File: src/rtl/ram_arbiter_pkg.sv
// Shared types and defaults for the two-client RAM arbiter and its round-robin picker.
package ram_arbiter_pkg;

   typedef enum logic [1:0] {
      StIdle,
      StIssue,
      StWait
   } state_e;

   typedef enum logic {
      OwnerA,
      OwnerB
   } owner_e;

   localparam int unsigned DefaultTimeoutCycles = 15;

endpackage

File: src/rtl/rr_arbiter2.sv
// Two-input round-robin picker; on a tie the client not granted last time wins.
module rr_arbiter2
   import ram_arbiter_pkg::*;
(
   input  logic i_clk,
   input  logic i_rst_n,
   input  logic i_en,
   input  logic i_req_a,
   input  logic i_req_b,
   output logic o_gnt_a,
   output logic o_gnt_b
);

   owner_e last_q;

   always_comb begin
      o_gnt_a = i_en & i_req_a & (~i_req_b | (last_q == OwnerB));
      o_gnt_b = i_en & i_req_b & (~i_req_a | (last_q == OwnerA));
   end

   // Reset to B so that A wins the first tie.
   always_ff @(posedge i_clk or negedge i_rst_n) begin
      if (!i_rst_n) begin
         last_q <= OwnerB;
      end else if (o_gnt_a) begin
         last_q <= OwnerA;
      end else if (o_gnt_b) begin
         last_q <= OwnerB;
      end
   end

endmodule

File: src/rtl/ram_arbiter.sv
// Two-client round-robin front end for a single-port synchronous RAM.
// Optional WAIT timeout/abort enabled by defining RAM_ARBITER_TIMEOUT_EN.
module ram_arbiter
   import ram_arbiter_pkg::*;
#(
   parameter int unsigned DATA_WIDTH     = 8,
   parameter int unsigned ADDR_WIDTH     = 4,
   parameter int unsigned TIMEOUT_CYCLES = DefaultTimeoutCycles
) (
   input  logic                  i_clk,
   input  logic                  i_rst_n,
   input  logic                  i_a_req,
   input  logic                  i_a_we,
   input  logic [ADDR_WIDTH-1:0] i_a_addr,
   input  logic [DATA_WIDTH-1:0] i_a_wdata,
   output logic                  o_a_gnt,
   output logic                  o_a_done,
   output logic [DATA_WIDTH-1:0] o_a_rdata,
   input  logic                  i_b_req,
   input  logic                  i_b_we,
   input  logic [ADDR_WIDTH-1:0] i_b_addr,
   input  logic [DATA_WIDTH-1:0] i_b_wdata,
   output logic                  o_b_gnt,
   output logic                  o_b_done,
   output logic [DATA_WIDTH-1:0] o_b_rdata,
   output logic                  o_err,
   output logic                  o_ram_read,
   output logic                  o_ram_write,
   output logic [ADDR_WIDTH-1:0] o_ram_address,
   output logic [DATA_WIDTH-1:0] o_ram_data,
   input  logic                  i_ram_done,
   input  logic [DATA_WIDTH-1:0] i_ram_data
);

   state_e                state_q, state_d;
   owner_e                owner_q, owner_d;
   logic                  we_q, we_d;
   logic [ADDR_WIDTH-1:0] addr_q, addr_d;
   logic [DATA_WIDTH-1:0] wdata_q, wdata_d;

   logic                  gnt_a, gnt_b;
   logic                  done_ok, timeout, finish;
   logic                  a_gnt_d, b_gnt_d, a_done_d, b_done_d;
   logic                  ram_read_d, ram_write_d;
   logic [ADDR_WIDTH-1:0] ram_address_d;
   logic [DATA_WIDTH-1:0] ram_data_d, a_rdata_d, b_rdata_d;

   rr_arbiter2 u_rr (
      .i_clk   (i_clk),
      .i_rst_n (i_rst_n),
      .i_en    (state_q == StIdle),
      .i_req_a (i_a_req),
      .i_req_b (i_b_req),
      .o_gnt_a (gnt_a),
      .o_gnt_b (gnt_b)
   );

   // WAIT begins on the strobe cycle; a done there cannot belong to this op.
   assign done_ok = (state_q == StWait) & i_ram_done & ~(o_ram_read | o_ram_write);
   assign finish  = done_ok | timeout;

`ifdef RAM_ARBITER_TIMEOUT_EN
   localparam int unsigned CntWidth = $clog2(TIMEOUT_CYCLES + 1);
   logic [CntWidth-1:0] wait_cnt_q;

   assign timeout = (state_q == StWait) & ~done_ok &
                    (wait_cnt_q == CntWidth'(TIMEOUT_CYCLES - 1));

   always_ff @(posedge i_clk or negedge i_rst_n) begin
      if (!i_rst_n) begin
         wait_cnt_q <= '0;
         o_err      <= 1'b0;
      end else begin
         wait_cnt_q <= (state_q == StWait) ? wait_cnt_q + CntWidth'(1) : '0;
         o_err      <= timeout;
      end
   end
`else
   assign timeout = 1'b0;
   assign o_err   = 1'b0;
`endif

   always_ff @(posedge i_clk or negedge i_rst_n) begin
      if (!i_rst_n) begin
         state_q       <= StIdle;
         owner_q       <= OwnerA;
         we_q          <= 1'b0;
         addr_q        <= '0;
         wdata_q       <= '0;
         o_a_gnt       <= 1'b0;
         o_b_gnt       <= 1'b0;
         o_a_done      <= 1'b0;
         o_b_done      <= 1'b0;
         o_a_rdata     <= '0;
         o_b_rdata     <= '0;
         o_ram_read    <= 1'b0;
         o_ram_write   <= 1'b0;
         o_ram_address <= '0;
         o_ram_data    <= '0;
      end else begin
         state_q       <= state_d;
         owner_q       <= owner_d;
         we_q          <= we_d;
         addr_q        <= addr_d;
         wdata_q       <= wdata_d;
         o_a_gnt       <= a_gnt_d;
         o_b_gnt       <= b_gnt_d;
         o_a_done      <= a_done_d;
         o_b_done      <= b_done_d;
         o_a_rdata     <= a_rdata_d;
         o_b_rdata     <= b_rdata_d;
         o_ram_read    <= ram_read_d;
         o_ram_write   <= ram_write_d;
         o_ram_address <= ram_address_d;
         o_ram_data    <= ram_data_d;
      end
   end

   always_comb begin
      state_d = state_q;
      owner_d = owner_q;
      we_d    = we_q;
      addr_d  = addr_q;
      wdata_d = wdata_q;
      unique case (state_q)
         StIdle: begin
            if (gnt_a) begin
               state_d = StIssue;
               owner_d = OwnerA;
               we_d    = i_a_we;
               addr_d  = i_a_addr;
               wdata_d = i_a_wdata;
            end else if (gnt_b) begin
               state_d = StIssue;
               owner_d = OwnerB;
               we_d    = i_b_we;
               addr_d  = i_b_addr;
               wdata_d = i_b_wdata;
            end
         end
         StIssue: state_d = StWait;
         StWait:  if (finish) state_d = StIdle;
         default: state_d = StIdle;
      endcase
   end

   always_comb begin
      a_gnt_d       = gnt_a;
      b_gnt_d       = gnt_b;
      ram_read_d    = (state_q == StIssue) & ~we_q;
      ram_write_d   = (state_q == StIssue) & we_q;
      ram_address_d = (state_q == StIssue) ? addr_q : o_ram_address;
      ram_data_d    = (state_q == StIssue) ? wdata_q : o_ram_data;
      a_done_d      = finish & (owner_q == OwnerA);
      b_done_d      = finish & (owner_q == OwnerB);
      // Read data only moves on a genuine read completion; aborts keep the old value.
      a_rdata_d     = (done_ok & ~we_q & (owner_q == OwnerA)) ? i_ram_data : o_a_rdata;
      b_rdata_d     = (done_ok & ~we_q & (owner_q == OwnerB)) ? i_ram_data : o_b_rdata;
   end

endmodule
File: config.mk
export PLATFORM = sky130hd
export DESIGN_NAME = ram_arbiter
export DESIGN_NICKNAME = d
export VERILOG_FILES = /design/src/rtl/ram_arbiter_pkg.sv /design/src/rtl/rr_arbiter2.sv /design/src/rtl/ram_arbiter.sv
export SDC_FILE = /design/constraint.sdc
export NUM_CORES = 1
export LEC_CHECK = 0
export CAP_MARGIN = 0
export CORE_MARGIN = 1.5
export CORE_UTILIZATION = 25
export CTS_BUF_LIST = sky130_fd_sc_hd__clkbuf_8
export DETAILED_ROUTE_END_ITERATION = 10
export PLACE_DENSITY = 0.6
export SLEW_MARGIN = 20
export SYNTH_ARGS = -nofsm -noshare
export SYNTH_HDL_FRONTEND = slang
export SYNTH_SLANG_ARGS = --single-unit
export TNS_END_PERCENT = 20
File: constraint.sdc
create_clock -name i_clk -period 1.33 [get_ports i_clk]
set_clock_uncertainty 0.05 [all_clocks]
set_input_delay 0.1995 -clock i_clk [delete_from_list [all_inputs] [get_ports i_clk]]
set_output_delay 0.1995 -clock i_clk [all_outputs]
set_load 0.02 [all_outputs]
==> results by group <==
Die
  – Core area: 8340 um^2
  – Starting Density: 26.2%
  – FP Rows: 33
  – Boundary pin count: 74
  – Die Wd: 96.5 um
  – Die ar.: 9320 um^2
  – Die boundary height: 96.5 um

Cells and area
  – # diodes: 0
  – NumNets Final: approximately 310
  – Total of fill cells in the finished design: 839
  – Commonest cells after routing, fill and taps aside: dfrtp_1 (48), clkdlybuf4s50_1 (37), dlygate4sd2_1 (32)
  – Most common cell after layout, fill and taps aside: dfrtp_1
  – Synth-to-layout area growth: 55.1%
  – Share of post-route cells with drive strength above 1: 34.2%
  – Post-Route Utilization: 40.7%
  – Design area: 3390 um^2

GRT
  – GR Util All Layers: between 10 and 15%
  – Vias in the first global route: 1645
  – Largest net degree at the start of global routing: 20
  – Grt met1 use: 15.0%
  – Gr busiest metal: met2
  – First-pass GRT wire length: 7940 um
  – GRT met2 Usage: a little under a fifth
  – Initial antenna violation count: 0
  – Met3 GRT Util: under 10%
  – GR Overflow Total: 0

Route
  – DRT Pass-1 Iters: 4
  – # DRC: 0
  – Routed Wire Length: 5130 um
  – Via/cell ratio: ~4.4
  – Via count: 1663
  – First-iteration detailed-routing DRC count: 28
  – Post-route ant nets: 0
  – DR WL/cell: 13.7 um

Status
  – Failing checks: negative setup slack
  – Status: complete, but fails checks

Clocking
  – Reg clk slew, reported paths: 0.09 ns
  – CTS tree: done
  – Clock root cell: clkbuf_8
  – Clk_lat worst skew: 0.30 ns
  – Cts bufs inserted: 5
  – # H-tree levels: 2
  – CTS Sinks: 51
  – CTS max path bufs: 2

Critical path
  – Kind of end point of the critical path: flop
  – CP top delay family: flip-flops
  – Worst path cell trace: nor3b_4, buf_4, nand3_4, mux2_2
  – CP max stage delay: 0.43 ns
  – Buf/Inv on CP: 1
  – CP arrival: 1.60 ns
  – WP data required: 1.46 ns
  – Critical Path Fanout Max: 8
  – Crit-path slowest cell: dfrtp_2
  – R2r setup slk: -0.14 ns
  – Worst Setup Start Kind: flop
  – WS Path Type: reg2reg

Timing
  – Final setup vio count: 18
  – Final min period: 1.47 ns
  – Setup TNS: -1.80 ns
  – Fin worst setup slack: -0.137 ns
  – RSZ-0062 raised after global routing: true
  – Max-slew violation count: 0
  – Worst hold slack: between 0.3 and 0.4 ns
  – Tcrit/Tclk final: 110%
  – F_max: 0.682 GHz
  – Final count of hold timing violations: 0

Yosys
  – Leading area contributor after synthesis: dfrtp_1
  – Post-synth cell types: 28
  – Synthesized area per cell: about 13 um^2
  – Yosys warnings: 0
  – Synth top area share: 57.2%
  – Synthesized area: 2190 um^2
  – Main area contributors after synthesis: dfrtp_1 (57%), mux2_2 (13%), o311ai_2 (5.9%)
  – Post-Synthesis Cells: 171
  – Seq/Total Area, Yosys: 58.4%
  – Synth Net Count: 210
  – Synthesis-stage register bit count: 51

Pwr
  – Leakage: 0.00156 uW
  – VDD IR max: slightly below 0.7 mV
  – Pwr/cell area: 2220 nW/um^2

Worst hold path
  – HP Class: in2async

Flow run
  – Max cap viols: 0

Placement
  – Final HPWL DP: 3940 um
  – Port Buffers: around 70
  – Placed cell area: 3190 um^2
  – GP Congestion: 0.770
-- stage by stage --
step / std cells / worst slack [ns] / total power, uW
after CTS: 369 / -0.207 / 7430
after floorplan: 171 / -0.117 / 4780
after global placement: 359 / -0.429 / 6460
after detailed placement: 359 / -0.448 / 6530
after global routing: 374 / -0.194 / 8030
final: 374 / -0.137 / 7520
-- sequential cells by signal, summed over array words and instances, names as in the netlist --
name           count
o_ram_read         1
o_b_done           1
o_a_rdata          8
o_ram_write        1
o_a_gnt            1
wdata_q            8
u_rr.last_q        1
o_b_rdata          8
o_a_done           1
owner_q            1
we_q               1
addr_q             4
o_ram_data         8
state_q            2
o_ram_address      4
o_b_gnt            1
-- worst reg2reg max path, cell delays in order (launching register included) --
cell and delay [ns]:
dfrtp_2 0.43, nor3b_4 0.27, buf_4 0.17, nand3_4 0.13, mux2_2 0.31
-- cell usage after synthesis --
library cell / n
nor2_4: 1
clkbuf_2: 1
inv_1: 16
nand4_2: 1
buf_6: 1
mux2_2: 26
mux2_1: 2
nand2b_1: 2
buf_2: 3
dfrtp_1: 50
o21ai_0: 14
buf_4: 1
nand3_2: 1
a31oi_1: 2
nand4_1: 13
and3_1: 3
or2_1: 1
clkbuf_1: 6
conb_1: 1
nor2_1: 6
o21ai_1: 1
a21oi_1: 1
o311ai_1: 5
and2b_1: 1
o311ai_2: 8
nor3b_2: 1
dfstp_2: 1
nand2_1: 2
-- path summary, 6_finish.rpt --
| kind | startpoint | to | cells after the start |
|---|---|---|---|
| min in group i_clk | i_b_addr[0] | addr_q[0]$_DFFE_PN0P_ | 3 |
| worst max-delay path | o_ram_read$_DFF_PN0_ | o_a_rdata[2]$_DFFE_PN0P_ | 4 |
| worst min-delay path | i_rst_n | o_b_gnt$_DFF_PN0_ | 2 |
| worst max register to register | o_ram_read$_DFF_PN0_ | o_a_rdata[2]$_DFFE_PN0P_ | 4 |
| worst min register to register | we_q$_DFFE_PN0P_ | o_ram_read$_DFF_PN0_ | 1 |
| max in group asynchronous | i_rst_n | o_ram_write$_DFF_PN0_ | 3 |
-- logic make-up (layout without fill, tap and decap cells) --
logic type             count (synthesis)  in the layout  share of synthesized area (%)
AOI/OAI and AO/OA                     31             31                           12.2
buffers and inverters                 28            126                           5.55
DFF                                   51             51                           58.4
muxes                                 28             28                           14.4
other                                  1              1                          0.171
and+or+nand+nor                       32             32                           9.27
-- report_power, final --
group          total, uW  switching (uW)  internal (uW)
combinational       3780            1900           1880
sequential          2650             352           2300
clock               1090             477            609
total               7520            2730           4790
-- final cells by class --
type | instances | area [um^2] | share of cell area [%]
Sequential cell | 51 | 1280 | 37.7
Timing Repair Buffer | 102 | 942 | 27.8
Multi-Input combinational cell | 92 | 862 | 25.4
Tap cell | 105 | 131 | 3.87
Clock buffer | 6 | 82.6 | 2.43
Inverter | 16 | 60.1 | 1.77
Clock inverter | 2 | 35.0 | 1.03
-- layer usage --
metal / wire length [um] / up-vias / share of wire (%)
met1: 2300 / 793 / 45
met5: 0 / - / 0
met3: 347 / 4 / 6.8
met2: 2440 / 60 / 48
li1: - / 806 / -
met4: 45 / 0 / 0.88
-- what timing repair did --
action	4_1_cts	5_1_grt
gates resized for setup	48	11
endpoints found under the setup margin	63	44
hold endpoints to repair	13	0
setup buffers	1	5
hold buffers	1	0
pin swaps	3	4
(Power assumes the default switching activity.)
